**config.mk**
```make
export PLATFORM = sky130hd
export DESIGN_NAME = uart_tx_fifo
export DESIGN_NICKNAME = d
export VERILOG_FILES = /design/src/rtl/uart_tx_fifo_pkg.sv /design/src/rtl/sync_fifo8.sv /design/src/rtl/uart_tx_fifo.sv
export SDC_FILE = /design/constraint.sdc
export NUM_CORES = 1
export LEC_CHECK = 0
export CORE_UTILIZATION = 55
export CTS_BUF_LIST = sky130_fd_sc_hd__clkbuf_16
export DETAILED_ROUTE_END_ITERATION = 10
export PLACE_DENSITY = 0.85
export SYNTH_ARGS = -nofsm -noshare
export SYNTH_HDL_FRONTEND = slang
export SYNTH_SLANG_ARGS = --single-unit
```
**constraint.sdc**
```tcl
create_clock -name CLK_I -period 7.53 [get_ports CLK_I]
set_input_delay 1.506 -clock CLK_I [delete_from_list [all_inputs] [get_ports CLK_I]]
set_output_delay 1.506 -clock CLK_I [all_outputs]
set_load 0.05 [all_outputs]
```
**src/rtl/uart_tx_fifo_pkg.sv**
```systemverilog
// Shared definitions for the UART transmit buffer: slave/master register offsets,
// the LSR transmitter-idle bit and the drain FSM state encoding.
package uart_tx_fifo_pkg;

  localparam logic [2:0] OFF_TXDATA    = 3'b000;
  localparam logic [2:0] OFF_STATUS    = 3'b001;

  // Mini UART register port offsets (word address bits [4:2])
  localparam logic [2:0] OFF_UART_DATA = 3'b000;
  localparam logic [2:0] OFF_UART_LSR  = 3'b101;

  localparam int LSR_TS_BIT = 5;

  typedef enum logic [1:0] {
    ST_IDLE  = 2'b00,
    ST_POLL  = 2'b01,
    ST_WRITE = 2'b10,
    ST_HOLD  = 2'b11
  } tx_state_e;

  function automatic logic [31:0] pack_status(input logic       ovf,
                                              input logic [5:0] count,
                                              input logic       full,
                                              input logic       empty);
    return {23'd0, ovf, count, full, empty};
  endfunction

endpackage

```
**src/rtl/sync_fifo8.sv**
```systemverilog
// Byte-wide synchronous FIFO, 2^DEPTH_LOG2 entries. A push while full is ignored;
// a same-cycle pop does not make room for it.
module sync_fifo8 #(
  parameter int DEPTH_LOG2 = 4
) (
  input  logic                  CLK_I,
  input  logic                  RST_I,
  input  logic                  push,
  input  logic                  pop,
  input  logic [7:0]            wdata,
  output logic [7:0]            rdata,
  output logic [DEPTH_LOG2:0]   count,
  output logic                  full,
  output logic                  empty
);

  localparam int DEPTH = 1 << DEPTH_LOG2;
  localparam logic [DEPTH_LOG2:0]   CNT_FULL = {1'b1, {DEPTH_LOG2{1'b0}}};
  localparam logic [DEPTH_LOG2:0]   CNT_ONE  = (DEPTH_LOG2 + 1)'(1'b1);
  localparam logic [DEPTH_LOG2-1:0] PTR_ONE  = (DEPTH_LOG2)'(1'b1);

  logic [7:0]            mem_r [DEPTH];
  logic [DEPTH_LOG2-1:0] wr_ptr_r;
  logic [DEPTH_LOG2-1:0] rd_ptr_r;
  logic [DEPTH_LOG2:0]   count_r;
  logic                  push_ok_s;
  logic                  pop_ok_s;

  assign full      = (count_r == CNT_FULL);
  assign empty     = (count_r == '0);
  assign push_ok_s = push & ~full;
  assign pop_ok_s  = pop & ~empty;
  assign rdata     = mem_r[rd_ptr_r];
  assign count     = count_r;

  // Storage array; contents are don't-care after reset
  always_ff @(posedge CLK_I) begin
    if (push_ok_s) begin
      mem_r[wr_ptr_r] <= wdata;
    end
  end

  // Pointers wrap naturally at 2^DEPTH_LOG2; count tracks occupancy
  always_ff @(posedge CLK_I) begin
    if (!RST_I) begin
      wr_ptr_r <= '0;
      rd_ptr_r <= '0;
      count_r  <= '0;
    end else begin
      if (push_ok_s) begin
        wr_ptr_r <= wr_ptr_r + PTR_ONE;
      end
      if (pop_ok_s) begin
        rd_ptr_r <= rd_ptr_r + PTR_ONE;
      end
      case ({push_ok_s, pop_ok_s})
        2'b10:   count_r <= count_r + CNT_ONE;
        2'b01:   count_r <= count_r - CNT_ONE;
        default: count_r <= count_r;
      endcase
    end
  end

endmodule

```
**src/rtl/uart_tx_fifo.sv**
```systemverilog
// CPU-side transmit buffer in front of the Mini UART: buffers bytes and drains
// them one at a time whenever the UART line status reports the transmitter idle.
module uart_tx_fifo
  import uart_tx_fifo_pkg::*;
#(
  parameter int DEPTH_LOG2 = 4,
  parameter int GUARD      = 4
) (
  input  logic        CLK_I,
  input  logic        RST_I,
  input  logic [4:2]  ADD_I,
  input  logic [31:0] DAT_I,
  output logic [31:0] DAT_O,
  input  logic        STB_I,
  input  logic        WE_I,
  output logic [4:2]  M_ADD_O,
  output logic [31:0] M_DAT_O,
  input  logic [31:0] M_DAT_I,
  output logic        M_STB_O,
  output logic        M_WE_O,
  output logic        tx_empty_o
);

  localparam logic [3:0] GUARD_LOAD = 4'(GUARD - 1);

  tx_state_e           state_r;
  tx_state_e           state_nxt_s;
  logic [3:0]          guard_r;
  logic [3:0]          guard_nxt_s;
  logic                ovf_r;
  logic                push_req_s;
  logic                stat_wr_s;
  logic                pop_s;
  logic [7:0]          fifo_rdata_s;
  logic [DEPTH_LOG2:0] fifo_count_s;
  logic                fifo_full_s;
  logic                fifo_empty_s;
  logic                unused_s;

  assign push_req_s = STB_I & WE_I & (ADD_I == OFF_TXDATA);
  assign stat_wr_s  = STB_I & WE_I & (ADD_I == OFF_STATUS);
  assign pop_s      = (state_r == ST_WRITE);
  assign tx_empty_o = fifo_empty_s & (state_r == ST_IDLE);
  assign unused_s   = ^{DAT_I[31:8], M_DAT_I[31:LSR_TS_BIT+1], M_DAT_I[LSR_TS_BIT-1:0]};

  sync_fifo8 #(
    .DEPTH_LOG2 (DEPTH_LOG2)
  ) u_fifo (
    .CLK_I (CLK_I),
    .RST_I (RST_I),
    .push  (push_req_s),
    .pop   (pop_s),
    .wdata (DAT_I[7:0]),
    .rdata (fifo_rdata_s),
    .count (fifo_count_s),
    .full  (fifo_full_s),
    .empty (fifo_empty_s)
  );

  // Sticky overflow: set by a push into a full FIFO, cleared by any STATUS write
  always_ff @(posedge CLK_I) begin
    if (!RST_I) begin
      ovf_r <= 1'b0;
    end else if (stat_wr_s) begin
      ovf_r <= 1'b0;
    end else if (push_req_s && fifo_full_s) begin
      ovf_r <= 1'b1;
    end else begin
      ovf_r <= ovf_r;
    end
  end

  // Drain FSM and guard counter state
  always_ff @(posedge CLK_I) begin
    if (!RST_I) begin
      state_r <= ST_IDLE;
      guard_r <= 4'd0;
    end else begin
      state_r <= state_nxt_s;
      guard_r <= guard_nxt_s;
    end
  end

  // Next-state logic; HOLD lasts GUARD cycles so the UART ts bit has time to drop
  always_comb begin
    state_nxt_s = state_r;
    guard_nxt_s = guard_r;
    case (state_r)
      ST_IDLE: begin
        if (!fifo_empty_s) begin
          state_nxt_s = ST_POLL;
        end else begin
          state_nxt_s = ST_IDLE;
        end
      end
      ST_POLL: begin
        if (M_DAT_I[LSR_TS_BIT]) begin
          state_nxt_s = ST_WRITE;
        end else begin
          state_nxt_s = ST_POLL;
        end
      end
      ST_WRITE: begin
        guard_nxt_s = GUARD_LOAD;
        state_nxt_s = ST_HOLD;
      end
      ST_HOLD: begin
        if (guard_r == 4'd0) begin
          if (!fifo_empty_s) begin
            state_nxt_s = ST_POLL;
          end else begin
            state_nxt_s = ST_IDLE;
          end
        end else begin
          guard_nxt_s = guard_r - 4'd1;
        end
      end
      default: begin
        state_nxt_s = ST_IDLE;
        guard_nxt_s = 4'd0;
      end
    endcase
  end

  // UART master port, decoded from the state register only
  always_comb begin
    M_STB_O = 1'b0;
    M_WE_O  = 1'b0;
    M_ADD_O = 3'b000;
    M_DAT_O = 32'd0;
    case (state_r)
      ST_POLL: begin
        M_STB_O = 1'b1;
        M_ADD_O = OFF_UART_LSR;
      end
      ST_WRITE: begin
        M_STB_O = 1'b1;
        M_WE_O  = 1'b1;
        M_ADD_O = OFF_UART_DATA;
        M_DAT_O = {24'd0, fifo_rdata_s};
      end
      ST_IDLE, ST_HOLD: begin
        M_STB_O = 1'b0;
      end
      default: begin
        M_STB_O = 1'b0;
      end
    endcase
  end

  // CPU read mux; only STATUS returns data
  always_comb begin
    DAT_O = 32'd0;
    if (ADD_I == OFF_STATUS) begin
      DAT_O = pack_status(ovf_r, 6'(fifo_count_s), fifo_full_s, fifo_empty_s);
    end else begin
      DAT_O = 32'd0;
    end
  end

endmodule

```
==> results.txt <==
Non-Filler Instances = 632
hold slack = 0.493 ns
P&R area growth vs syn = 13.1%
final wirelength = 12700 microns
worst hold endpoint = ovf_r
Max-cap violations = 0
WP data arrival = 3.72 ns
Clock transition at path regs = 0.06 ns
initial antenna violation count = 0
Tmin final = 5.22 ns
die outline area = 12800 sq um
fraction of registers with async set or reset after synthesis = 0
Final Max Slew Viols = 0
CP Max Fanout = 11
Port Buf Inserts = 36
power density cells = 244 nW/um^2
Iteration-0 DRC Markers = 244
Tot GR Track Use = 0.216
worst reg-to-reg setup slack = 4.19 ns
Starting Density = 0.564
Peak VDD IR = 0.152 mV
row count = 40
CTS resizes = 0
Netlist Area Pre-Place = 6780 sq um
Startpoint Class = flip-flop
DRT antenna net count = 0
diodes inserted = 0
nets = 558
Tcrit/Tclk final = 0.694
Yosys reg bits = 152
post-route cell area = 7670 sq um
Ys Warns = 0
Setup TNS Final = 0 ns
routability congestion estimate = 0.765
startpoint of the worst hold path = ovf_r
Avg Inst Size Synth = 15.6 sq um
Hold/Removal Path Class = flip-flop to flip-flop
synth top area cells = edfxtp_1 57%, mux4_2 11%, dfxtp_1 7.1%
RR Startpoint = u_fifo.count[2]
Distinct cells, synth = 53
wire per inst = 20.1 microns
DP Area = 7060 sq um
CP endpoint kind = output pin
Rel. slew slack = 0.106
DRT Pass-1 Iters = 5
Synth top area share = 0.567
Root Driver = clkbuf_16
vias in the first global route = 3640
Least-Margin Pin Slew = 1.34 ns
RSZ-0062 raised after global routing = no
fmax = 191 MHz
dpl hpwl = 7760 microns
max incr delay on CP = 1.11 ns
Setup Skew = 0.00730 ns
CTS tree = yes
IO Pins = 141
vias = 3688
CP Cell Sequence = inv_1 > ha_1 > nor3b_1 > a22o_1 > a221o_1 > clkdlybuf4s50_1
overflow left after global routing = 0
cell at the slowest stage of the critical path = nor3b_1
Syn Inst Count = 435
Leak = 0.00262 uW
layout filler cell count = 839
CP Class = flip-flop to output pin
placed insts = 601
required time of the critical path = 6.02 ns
CTS Buf Count = 17
CTS HTree Levels = 4
hold depth = 2
RR Endpoint = u_fifo.count[4]
via/cell ratio = 5.84
clk_lat worst skew = 0.42 ns
Die Y = 113 microns
outcome = completed
Die W = 113 microns
pin count of the biggest net entering global routing = 33
top cell type by total area after synthesis = edfxtp_1
core area = 12000 sq um
cell count of the worst reg-to-reg path = 9
EDFF count, synth = 128
CTS Hold Bufs = 0
# setup viols final = 0
Primary FF master, synth = edfxtp_1
layout cells sized above 1 = 0.157
sequential fraction of the synthesis area = 0.638
DRC violations left = 0
global-route wire length before repair = 19500 microns
CTS Sinks = 152
Util after Layout = 0.638
Final Hold Viols = 0
deepest clock path buffer count = 2
setup bufs post-CTS = 0
## synth_stat cells (4+ instances only)
cell type	instances
nor3_1	10
nand2_1	15
clkbuf_1	5
a21oi_1	5
a22o_1	6
nand3_1	4
inv_1	14
buf_1	5
buf_4	52
ha_1	14
nand2b_1	6
and2_1	11
o21a_1	6
buf_2	5
edfxtp_1	128
a22oi_1	4
a221o_1	6
xnor2_1	7
mux4_2	32
mux2i_1	4
nor2_1	22
nand4_1	5
dfxtp_1	24
## how the worst max path moves through the flow
stage                 end       start  cells after the start  slack (ns)
4_1_cts        M_DAT_O[7]  state_r[0]                      6        2.32
3_5_place_dp     DAT_O[1]    ADD_I[4]                      5        2.44
5_1_grt        M_DAT_O[6]  state_r[0]                      6        2.13
2_1_floorplan    DAT_O[0]    ADD_I[4]                      3        2.82
6_report       M_DAT_O[7]  state_r[0]                      6        2.31
3_3_place_gp     DAT_O[0]    ADD_I[4]                      5        2.47
## state kept, by name (all words and copies together), names as in the netlist, named ones only
register	flops
u_fifo.mem_r	128
u_fifo.count	5
guard_r	4
u_fifo.rd_ptr_r	4
u_fifo.wr_ptr_r	4
state_r	2
ovf_r	1
## layout make-up
class	instances	area (sq um)	area share
timing repair buffer	41	398	0.0519
sequential	152	4330	0.564
clock buffer	17	425	0.0555
tap	147	184	0.0240
inverter	14	52.6	0.00685
clock inverter	14	181	0.0237
multi-input combinational	247	2100	0.274
## power by group
group	internal (uW)	switching, uW
sequential	912	0.721
clock	549	324
combinational	12.3	74.0
## stage by stage
stage,power (uW),worst slack [ns]
after CTS,1880,2.32
after floorplan,1020,2.82
final,1870,2.31
after global placement,1010,2.47
after detailed placement,1020,2.44
after global routing,1920,2.13
## per-layer routing
layer | share of wire | vias to the layer above | global-route usage | wire length (microns)
met5 | 0 | - | 0 | 0
met4 | 0.020 | 0 | 0.0991 | 260
met3 | 0.064 | 22 | 0.0568 | 819
met2 | 0.51 | 169 | 0.365 | 6540
met1 | 0.40 | 1860 | 0.262 | 5100
li1 | - | 1637 | - | -
## kinds of logic after synthesis
logic type / synth area share
mux: 0.112
flops: 0.638
compound gates: 0.0596
simple gates: 0.0744
fa+ha+maj: 0.0259
xor+xnor: 0.0103
buf+inv: 0.0787
other cells: 0.000553
## placed cells by master (no fill, tap or decap), types with 3 or more instances in the layout
master / instances
ha_1: 14
nand3_1: 4
and3_1: 3
nand4_1: 5
mux4_2: 32
inv_1: 15
and2_1: 11
clkinv_2: 4
a22oi_1: 4
clkdlybuf4s50_1: 36
bufinv_16: 4
edfxtp_1: 128
xnor2_1: 7
dfxtp_1: 22
clkbuf_16: 17
mux2i_1: 4
nand2_1: 15
a221o_1: 6
a22o_1: 6
nand2b_1: 6
conb_1: 49
nor2_1: 22
nor3_1: 10
nor2b_1: 3
o21a_1: 6
o21ai_0: 3
buf_4: 5
a21oi_1: 5
## critical path, delay by kind of cell (launching register included)
family	cells	cell delay (ns)
AND/OR/NAND/NOR	1	1.11
adder cells (fa/ha/maj)	1	0.44
AO/OA/AOI/OAI	2	0.49
buffers and inverters	2	0.92
flip-flops	1	0.33
Power figures use the tool's default switching activity.
